## src/rtl/serial_subtractor_if.sv

```systemverilog
// Operand/result handshake bundle for the bit-serial subtractor.
// The master side supplies operands and consumes the result.
interface serial_subtractor_if #(
    parameter int unsigned W = 4
);
    logic         in_valid;
    logic         in_ready;
    logic [W-1:0] a;
    logic [W-1:0] b;
    logic         bi;
    logic         out_valid;
    logic         out_ready;
    logic [W-1:0] diff;
    logic         bo;
    logic         ovf;
    logic         zero;

    modport master (
        output in_valid, a, b, bi, out_ready,
        input  in_ready, out_valid, diff, bo, ovf, zero
    );

    modport slave (
        input  in_valid, a, b, bi, out_ready,
        output in_ready, out_valid, diff, bo, ovf, zero
    );
endinterface

```

## src/rtl/serial_subtractor.sv

```systemverilog
// Bit-serial two's-complement subtractor: diff = a - b - bi, one bit per clock,
// LSB first, with a single borrow flop and valid/ready handshakes on both sides.
module serial_subtractor #(
    parameter int unsigned W = 4
) (
    input  logic                   clk,
    input  logic                   rst,
    serial_subtractor_if.slave     bus
);
    localparam int unsigned CW = $clog2(W + 1);

    typedef enum logic [1:0] {
        S_IDLE = 2'd0,
        S_BUSY = 2'd1,
        S_DONE = 2'd2
    } state_t;

    state_t         r_state;
    logic [CW-1:0]  r_cnt;
    logic [W-1:0]   r_a;
    logic [W-1:0]   r_b;
    logic [W-2:0]   r_acc;
    logic           r_br;
    logic           r_a_msb;
    logic           r_b_msb;
    logic [W-1:0]   r_diff;
    logic           r_bo;
    logic           r_ovf;
    logic           r_zero;
    logic           r_in_ready;
    logic           r_out_valid;

    logic           w_d;
    logic           w_br_next;
    logic [W-1:0]   w_diff_next;

    // One full-subtractor cell applied to the current LSBs of the operand shifters.
    assign w_d         = r_a[0] ^ r_b[0] ^ r_br;
    assign w_br_next   = (~r_a[0] & r_b[0]) | (~(r_a[0] ^ r_b[0]) & r_br);
    assign w_diff_next = {w_d, r_acc};

    always_ff @(posedge clk) begin
        if (rst) begin
            r_state     <= S_IDLE;
            r_cnt       <= '0;
            r_a         <= '0;
            r_b         <= '0;
            r_acc       <= '0;
            r_br        <= 1'b0;
            r_a_msb     <= 1'b0;
            r_b_msb     <= 1'b0;
            r_diff      <= '0;
            r_bo        <= 1'b0;
            r_ovf       <= 1'b0;
            r_zero      <= 1'b0;
            r_in_ready  <= 1'b1;
            r_out_valid <= 1'b0;
        end else begin
            case (r_state)
                S_IDLE: begin
                    if (bus.in_valid) begin
                        r_a        <= bus.a;
                        r_b        <= bus.b;
                        r_br       <= bus.bi;
                        r_a_msb    <= bus.a[W-1];
                        r_b_msb    <= bus.b[W-1];
                        r_acc      <= '0;
                        r_cnt      <= '0;
                        r_in_ready <= 1'b0;
                        r_state    <= S_BUSY;
                    end
                end
                S_BUSY: begin
                    r_a   <= r_a >> 1;
                    r_b   <= r_b >> 1;
                    r_br  <= w_br_next;
                    r_acc <= (W-1)'(w_diff_next >> 1);
                    // Last bit: publish the result and flags together.
                    if (r_cnt == CW'(W - 1)) begin
                        r_diff      <= w_diff_next;
                        r_bo        <= w_br_next;
                        r_ovf       <= (r_a_msb != r_b_msb) && (w_d != r_a_msb);
                        r_zero      <= (w_diff_next == '0);
                        r_out_valid <= 1'b1;
                        r_state     <= S_DONE;
                    end else begin
                        r_cnt <= r_cnt + CW'(1);
                    end
                end
                S_DONE: begin
                    if (bus.out_ready) begin
                        r_out_valid <= 1'b0;
                        r_in_ready  <= 1'b1;
                        r_state     <= S_IDLE;
                    end
                end
                default: begin
                    r_out_valid <= 1'b0;
                    r_in_ready  <= 1'b1;
                    r_state     <= S_IDLE;
                end
            endcase
        end
    end

    assign bus.in_ready  = r_in_ready;
    assign bus.out_valid = r_out_valid;
    assign bus.diff      = r_diff;
    assign bus.bo        = r_bo;
    assign bus.ovf       = r_ovf;
    assign bus.zero      = r_zero;
endmodule

```

## src/flat_wrapper.sv

```systemverilog
// flat-port wrapper written by rule: the top's interface ports become plain ports
module serial_subtractor_flat 
#(
    parameter int unsigned W = 4
)
  (clk, rst, bus_in_valid, bus_a, bus_b, bus_bi, bus_out_ready, bus_in_ready, bus_out_valid, bus_diff, bus_bo, bus_ovf, bus_zero);
  serial_subtractor_if #(.W(W)) bus_i ();
  input  logic clk;
  input  logic rst;
  input wire logic [$bits(bus_i.in_valid)-1:0] bus_in_valid;
  input wire logic [$bits(bus_i.a)-1:0] bus_a;
  input wire logic [$bits(bus_i.b)-1:0] bus_b;
  input wire logic [$bits(bus_i.bi)-1:0] bus_bi;
  input wire logic [$bits(bus_i.out_ready)-1:0] bus_out_ready;
  output wire logic [$bits(bus_i.in_ready)-1:0] bus_in_ready;
  output wire logic [$bits(bus_i.out_valid)-1:0] bus_out_valid;
  output wire logic [$bits(bus_i.diff)-1:0] bus_diff;
  output wire logic [$bits(bus_i.bo)-1:0] bus_bo;
  output wire logic [$bits(bus_i.ovf)-1:0] bus_ovf;
  output wire logic [$bits(bus_i.zero)-1:0] bus_zero;
  assign bus_i.in_valid = bus_in_valid;
  assign bus_i.a = bus_a;
  assign bus_i.b = bus_b;
  assign bus_i.bi = bus_bi;
  assign bus_i.out_ready = bus_out_ready;
  assign bus_in_ready = bus_i.in_ready;
  assign bus_out_valid = bus_i.out_valid;
  assign bus_diff = bus_i.diff;
  assign bus_bo = bus_i.bo;
  assign bus_ovf = bus_i.ovf;
  assign bus_zero = bus_i.zero;
  serial_subtractor #(.W(W)) u_core (.clk(clk), .rst(rst), .bus(bus_i));
endmodule
```

## config.mk

```make
export PLATFORM = sky130hd
export DESIGN_NAME = serial_subtractor_flat
export DESIGN_NICKNAME = d
export VERILOG_FILES = /design/src/rtl/serial_subtractor_if.sv /design/src/rtl/serial_subtractor.sv /design/src/flat_wrapper.sv
export SDC_FILE = /design/constraint.sdc
export NUM_CORES = 1
export LEC_CHECK = 0
export ABC_AREA = 1
export BUFFER_PORTS_ARGS = -buffer_cell sky130_fd_sc_hd__buf_2
export CORE_MARGIN = 1
export CORE_UTILIZATION = 54
export DETAILED_ROUTE_END_ITERATION = 10
export PLACE_DENSITY = 0.78
export SLEW_MARGIN = 5
export SYNTH_ARGS = -nofsm -noshare
export SYNTH_HDL_FRONTEND = slang
export SYNTH_SLANG_ARGS = --single-unit
```

## constraint.sdc

```tcl
create_clock -name clk -period 1.77 [get_ports clk]
set_input_delay 0.531 -clock clk [delete_from_list [all_inputs] [get_ports clk]]
set_output_delay 0.531 -clock clk [all_outputs]
set_load 0.05 [all_outputs]
```

==> results of run 1 <==
where the power goes:
part	internal [mW]	switching (mW)	leakage [nW]	total, mW
Sequential	0.663	0.0231	0.229	0.686
Clock	0.229	0.187	0.0279	0.416
Combinational	0.0680	0.116	0.456	0.184
cell type report:
| cell class | instances | area, um^2 |
|---|---|---|
| clock buffers | 3 | 22.5 |
| clock inverters | 1 | 30.0 |
| fillers | 205 | 791 |
| inverters | 22 | 85.1 |
| multi-input cells | 128 | 597 |
| flip-flops and latches | 28 | 561 |
| well taps | 28 | 35.0 |
| repair buffers | 22 | 113 |
synth_stat cells:
| cell | n |
|---|---|
| o21ai_0 | 7 |
| fa_1 | 2 |
| nor2_1 | 29 |
| clkbuf_1 | 2 |
| buf_2 | 1 |
| inv_1 | 21 |
| buf_6 | 3 |
| o21ai_4 | 1 |
| o21ai_1 | 1 |
| a21oi_1 | 14 |
| nand2_1 | 63 |
| nand3_1 | 7 |
| ha_1 | 2 |
| dfxtp_1 | 28 |
| nand3b_1 | 1 |
| nand3_4 | 1 |
| inv_4 | 1 |
layout by cell type (no fill, tap or decap), types with 2 or more instances in the layout:
cell and instances:
nor2_1 29, dfxtp_1 28, buf_2 21, inv_1 21
clkbuf_4 3, fa_1 2, ha_1 2, o21ai_0 7
a21oi_1 14, nand2_1 63, nand3_1 7
metrics by stage:
step / instance area, um^2 / power, mW / instances / setup slack (ns)
detailed placement: 1390 / 0.882 / 228 / 0.333
floorplan: 1290 / 0.844 / 184 / 0.466
global placement: 1390 / 0.877 / 228 / 0.362
CTS: 1440 / 1.30 / 232 / 0.247
global route: 1440 / 1.35 / 232 / 0.104
finish: 1440 / 1.29 / 232 / 0.258
kinds of logic (layout without fill, tap and decap cells):
logic type               after synthesis  in the layout  share of synthesized area, %
flip-flops                            28             28                          43.5
adder cells (fa/ha/maj)                4              4                          5.05
buffers and inverters                 28             48                          10.2
AND/OR/NAND/NOR                      101            101                          31.5
AO/OA/AOI/OAI                         23             23                          9.81
layer usage:
layer	vias up	wire length (um)	GRT usage, %	part of all wire [%]
li1	602	-	-	-
met1	508	1160	26.6	50
met2	20	1080	32.4	46
met3	2	75	3.87	3.2
met4	0	9	6.94	0.39
met5	-	0	0	0
tightest hold or removal path: cells and delay by family, from the launching register on:
family | cells | cell delay, ns
AND/OR/NAND/NOR | 2 | 0.10
flip-flops | 1 | 0.34
registers in the layout (all words and copies together) (netlist names):
| name | cells |
|---|---|
| u_core.r_acc | 3 |
| u_core.r_br | 1 |
| u_core.r_a | 4 |
| u_core.bus.ovf | 1 |
| u_core.bus.zero | 1 |
| u_core.bus.out_valid | 1 |
| u_core.r_b | 4 |
| u_core.bus.bo | 1 |
| u_core.bus.in_ready | 1 |
| u_core.r_cnt | 3 |
| u_core.r_b_msb | 1 |
| u_core.bus.diff | 4 |
| u_core.r_state | 2 |
| u_core.r_a_msb | 1 |
worst min path at each step:
| stage | from | end | cells past startpoint | slack (ns) |
|---|---|---|---|---|
| after CTS | bus_a[3] | u_core.r_a[3]$_SDFFE_PP0P_ | 3 | 0.45 |
| after floorplan | u_core.r_b[3]$_SDFFE_PP0P_ | u_core.r_b[3]$_SDFFE_PP0P_ | 2 | 0.44 |
| after global routing | bus_b[3] | u_core.r_b[3]$_SDFFE_PP0P_ | 3 | 0.45 |
| after global placement | u_core.bus.out_valid$_SDFFE_PP0P_ | u_core.bus.out_valid$_SDFFE_PP0P_ | 2 | 0.42 |
| final | u_core.bus.out_valid$_SDFFE_PP0P_ | u_core.bus.out_valid$_SDFFE_PP0P_ | 2 | 0.45 |
| after detailed placement | u_core.bus.out_valid$_SDFFE_PP0P_ | u_core.bus.out_valid$_SDFFE_PP0P_ | 2 | 0.43 |
==> out/metrics.yaml, run 1 <==
n_antenna_cell: 0
ant_nets: 0
grtUsageTotal_pct: 20.0
setup_viol: 0
syn_area_per_cell_um2: 7.00
area_growth_syn_to_layout_pct: 11.9
run_status: "finished clean"
synth_cell_type_count: 17
worstSetupPathType: "reg2out"
synth_warnings: 0
pin_count: 22
core_um2: 2230
clock_skew_ns: 0.00418
seq_area_frac_synth_pct: 43.5
maxCapViolations: 0
clock_sinks: 28
num_rows: 17
startpoint_type: "flop"
crit_cells: 1
cts_tree: "built"
rsz0062_at_grt: "no"
required_ns: 1.24
vias_per_cell: 4.88
reg2regPathDepth: 4
hold_class: "reg2reg"
path_cells: "buf_2"
portBuffers: 21
h-tree-depth: 1
yosysTopAreaCell: "dfxtp_1"
synthCells: 184
crit_fanout: 2
syn_area_um2: 1290
ir_drop_mv: 0.580
finalCritPeriodShare_pct: 85.4
synthTopCellsByArea: "dfxtp_1 (43%), nand2_1 (18%), nor2_1 (8.4%)"
cts_buffer_depth: 2
via_count: 1132
fmax_mhz: 662
cts_made_buffers: 3
tightestPinTransition_ns: 0.447
worstSetupEndpointType: "output pin"
r2r-end: "u_core.r_cnt[2]$_SDFFE_PP0P_"
finalHoldViolCount: 0
grt_pass1_vias: 925
postLayoutCoreUtil_pct: 64.6
die_area_um2: 2590
holdBufCountCts: 0
fin_hold_ws_ns: 0.455
reg2reg_slack_ns: 0.29
critical-path-top-delay-family: "flip-flops"
layout-drive-gt1-share_pct: 14.2
synth_seq_cells: 28
dieWidth_um: 50.9
drt_pass1_iterations: 4
postCtsSetupBuffers: 0
fin_crit_ns: 1.51
r2r-start: "u_core.r_state[0]$_SDFFE_PP0P_"
crit_arrival_ns: 0.98
root_buffer: "clkbuf_4"
gr-total-overflow: 0
cp_slowest_cell: "dfxtp_1"
grt_max_degree: 19
cts.repair.resized: 0
startpoint: "u_core.bus.ovf$_SDFFE_PP0P_"
initial_utilization_pct: 57.7
relSlewSlack_pct: 70.1
dieHeight_um: 50.9
slew_violations: 0
drt-wirelength-per-cell_um: 10.0
cp_num_buf_inv: 1
antenna_found_initial: 0
place_congestion: 0.783
grt_first_pass_wirelength_um: 3860
place.detailed.hpwl_um: 1750
worstSkewPairLatency_ns: 0.32
finalNetCount: 222
slowest_delay_ns: 0.39
finalWirelength_um: 2330
drc: 0
setup_tns_ns: 0
p_per_area_nw_per_um2: 891
path_clk_slew_ns: 0.15
cp-endpoint: "bus_ovf"
cellLeakagePower_nw: 0.713
synthesis.nets: 201
drt-initial-drc-count: 17
yosys.area.top_type_share_pct: 43.5
Note: power is estimated with default switching activity, not from simulation.
==> inputs of run 2 (changes only) <==
BUFFER_PORTS_ARGS = unset   (was -buffer_cell sky130_fd_sc_hd__buf_2)
CORE_ASPECT_RATIO = 0.5   (was unset)
CORE_UTILIZATION = 35   (was 54)
DONT_BUFFER_PORTS = 1   (was unset)
PLACE_DENSITY = 0.5   (was 0.78)
==> out/metrics.yaml, run 2 (synthesis results as in run 1) <==
run_status: "finished clean"
multi_input_area_um2: 597
finalHoldViolCount: 0
drc: 0
h-tree-depth: 1
seq_area_um2: 561
tightestPinTransition_ns: 0.514
finalCritPeriodShare_pct: 82.7
place_area_um2: 1310
slew_violations: 0
fin_crit_ns: 1.46
cts.repair.resized: 0
place.detailed.hpwl_um: 1820
clock_sinks: 28
path_clk_slew_ns: 0.10
crit_arrival_ns: 0.93
via_count: 1019
root_buffer: "clkbuf_8"
finalWirelength_um: 2440
holdBufCountCts: 0
initial_utilization_pct: 37.1
p_per_area_nw_per_um2: 977
drt-wirelength-per-cell_um: 10.5
drt-initial-drc-count: 32
cellLeakagePower_nw: 0.621
grt_pass1_vias: 874
rsz0062_at_grt: "no"
n_antenna_cell: 0
cts_buffer_depth: 2
vias_per_cell: 4.37
portBuffers: 0
final_cell_mix: "nand2_1 (63), nor2_1 (29), dfxtp_1 (28)"
hold_class: "in2reg"
postCtsSetupBuffers: 0
area_growth_syn_to_layout_pct: 6.89
worstSkewPairLatency_ns: 0.27
fmax_mhz: 683
worstSetupPathType: "reg2out"
setup_tns_ns: 0
ir_drop_mv: 0.270
relSlewSlack_pct: 65.7
drt_pass1_iterations: 4
clock_skew_ns: 0.00721
pin_count: 22
layout_commonest_cell: "nand2_1"
maxCapViolations: 0
ant_nets: 0
worstSetupEndpointType: "output pin"
gr-total-overflow: 0
finalNetCount: 200
num_rows: 15
fillCellCount: 364
setup_viol: 0
crit_fanout: 2
dieWidth_um: 87.8
antenna_found_initial: 0
final_area_um2: 1380
cts_made_buffers: 3
grt_first_pass_wirelength_um: 4040
dieHeight_um: 44.9
layout-drive-gt1-share_pct: 3.85
place_congestion: 0.780
postLayoutCoreUtil_pct: 39.7
startpoint_type: "flop"
grtUsageTotal_pct: 13.6
die_area_um2: 3940
cts_tree: "built"
required_ns: 1.24
core_um2: 3470
grt_max_degree: 19
run 2: cell types whose count changed in the layout (fill, tap and decap cells not counted), sizes merged:
cell / change
buf: -22
run 2: per-stage QoR:
stage | power, mW | setup WS, ns | hold slack (ns) | instances
3_5_place_dp | 0.862 | 0.336 | 0.451 | 229
6_report | 1.35 | 0.307 | 0.309 | 233
5_1_grt | 1.44 | 0.201 | 0.282 | 233
3_3_place_gp | 0.862 | 0.340 | 0.449 | 229
2_1_floorplan | 0.844 | 0.466 | 0.443 | 184
4_1_cts | 1.38 | 0.288 | 0.296 | 233
run 2: final cells by class:
type,count,area share (%)
multi-input combinational,128,43.3
sequential,28,40.7
inverter,22,6.18
tap,51,4.63
clock buffer,3,3.00
clock inverter,1,2.18
run 2: worst paths after layout:
kind,from,endpoint,slack (ns),cells past startpoint
setup / recovery,u_core.bus.out_valid$_SDFFE_PP0P_,bus_out_valid,0.31,0
hold / removal,rst,u_core.bus.diff[1]$_SDFFE_PP0P_,0.31,1
setup reg to reg,u_core.r_b[0]$_SDFFE_PP0P_,u_core.bus.zero$_SDFFE_PP0P_,0.33,7
hold reg to reg,u_core.r_a[3]$_SDFFE_PP0P_,u_core.r_a[3]$_SDFFE_PP0P_,0.47,2
run 2: per-layer routing:
metal	track usage [%]	vias to the layer above	part of all wire [%]
met5	0	-	0
met4	1.97	0	0.37
met3	6.22	2	7.5
met2	21.2	20	43
met1	17.9	442	49
li1	-	555	-
run 2: power by group:
part | switching, mW | total [mW] | internal, mW
clock | 0.199 | 0.501 | 0.303
sequential | 0.0323 | 0.694 | 0.662
combinational | 0.0943 | 0.151 | 0.0564
total | 0.325 | 1.35 | 1.02
==> inputs of run 3 (changes only) <==
clock period = 1.4 ns   (was 1.77 ns; I/O delays follow)
==> out/metrics.yaml, run 3 (synthesis results as in run 1) <==
initial_utilization_pct: 37.1
run_status: "finished clean"
die_area_um2: 3940
clock_sinks: 28
cts_tree: "built"
finalCritPeriodShare_pct: 96.4
place_ws_ns: -0.0555
grt_use_met2_pct: 25.6
root_buffer: "clkbuf_8"
grt_pass1_vias: 963
cts_buffer_depth: 2
h-tree-depth: 1
hold_class: "in2reg"
ir_drop_mv: 0.637
finalWorstSetupSlack_ns: 0.0503
gr-total-overflow: 0
crit_arrival_ns: 0.93
dieHeight_um: 44.9
setup_tns_ns: 0
maxCapViolations: 0
fillCellCount: 373
fin_crit_ns: 1.35
pin_count: 22
met3_usage_pct: 5.12
worstSetupEndpointType: "output pin"
finalNetCount: 216
drt_pass1_iterations: 4
grt_max_degree: 19
crit_fanout: 2
setup_viol: 0
core_um2: 3470
postLayoutCoreUtil_pct: 44.2
drt-wirelength-per-cell_um: 10.4
place_congestion: 0.727
holdBufCountCts: 0
slew_violations: 0
area_growth_syn_to_layout_pct: 19.0
portBuffers: 0
path_clk_slew_ns: 0.10
n_antenna_cell: 0
ant_nets: 0
antenna_found_initial: 0
clock_skew_ns: 0.00433
cellLeakagePower_nw: 0.705
layout_commonest_cell: "nand2_1"
grt_use_met1_pct: 18.1
via_count: 1091
rsz0062_at_grt: "yes"
relSlewSlack_pct: 66.0
drc: 0
worstSetupPathType: "reg2out"
worstSkewPairLatency_ns: 0.27
finalWirelength_um: 2590
num_rows: 15
dieWidth_um: 87.8
startpoint_type: "flop"
grtUsageTotal_pct: 14.8
grt_first_pass_wirelength_um: 4260
finalHoldViolCount: 0
p_per_area_nw_per_um2: 1150
cts_made_buffers: 3
vias_per_cell: 4.38
place.detailed.hpwl_um: 1910
grt.busiest_layer: "met2"
required_ns: 0.98
layout-drive-gt1-share_pct: 16.7
drt-initial-drc-count: 33
tightestPinTransition_ns: 0.509
fmax_mhz: 741
final_cell_mix: "nand2_1 (63), nor2_1 (29), dfxtp_1 (25)"
-- run 3: where the power goes --
group	switching (mW)	internal, mW
logic	0.142	0.109
registers	0.0351	0.838
clock network	0.254	0.383
total	0.430	1.33
-- run 3: final cells by class --
cell class	instances	area [um^2]	area share (%)
well taps	51	63.8	4.16
clock inverters	1	30.0	1.96
repair buffers	16	133	8.65
clock buffers	3	41.3	2.69
inverters	22	85.1	5.55
flip-flops and latches	28	564	36.8
multi-input cells	128	617	40.2
-- run 3: worst paths after layout --
check / startpoint / to / slack, ns / cells after the start
setup / recovery: u_core.bus.out_valid$_SDFFE_PP0P_ / bus_out_valid / 0.05 / 0
hold / removal: rst / u_core.r_br$_SDFFE_PP0P_ / 0.19 / 1
setup reg to reg: u_core.r_b[0]$_SDFFE_PP0P_ / u_core.bus.ovf$_SDFFE_PP0P_ / 0.05 / 7
hold reg to reg: u_core.bus.diff[1]$_SDFFE_PP0P_ / u_core.bus.diff[1]$_SDFFE_PP0P_ / 0.46 / 2
-- run 3: routing by layer --
| layer | vias to the layer above | share of wire [%] |
|---|---|---|
| li1 | 590 | - |
| met1 | 481 | 51 |
| met2 | 18 | 45 |
| met3 | 2 | 3.8 |
| met4 | 0 | 0.35 |
| met5 | - | 0 |
-- run 3: timing repair --
item,in CTS,in global routing
setup buffers,0,2
gates resized for setup,2,10
hold endpoints to repair,0,0
endpoints found under the setup margin,1,6
pin swaps,0,2
-- run 3: metrics by stage --
step	cells	instance area [um^2]	hold WS (ns)	power [mW]
floorplan	184	1290	0.443	1.07
global placement	243	1420	0.446	1.12
detailed placement	243	1420	0.450	1.12
CTS	247	1500	0.185	1.76
global route	249	1530	0.169	1.87
finish	249	1530	0.193	1.76
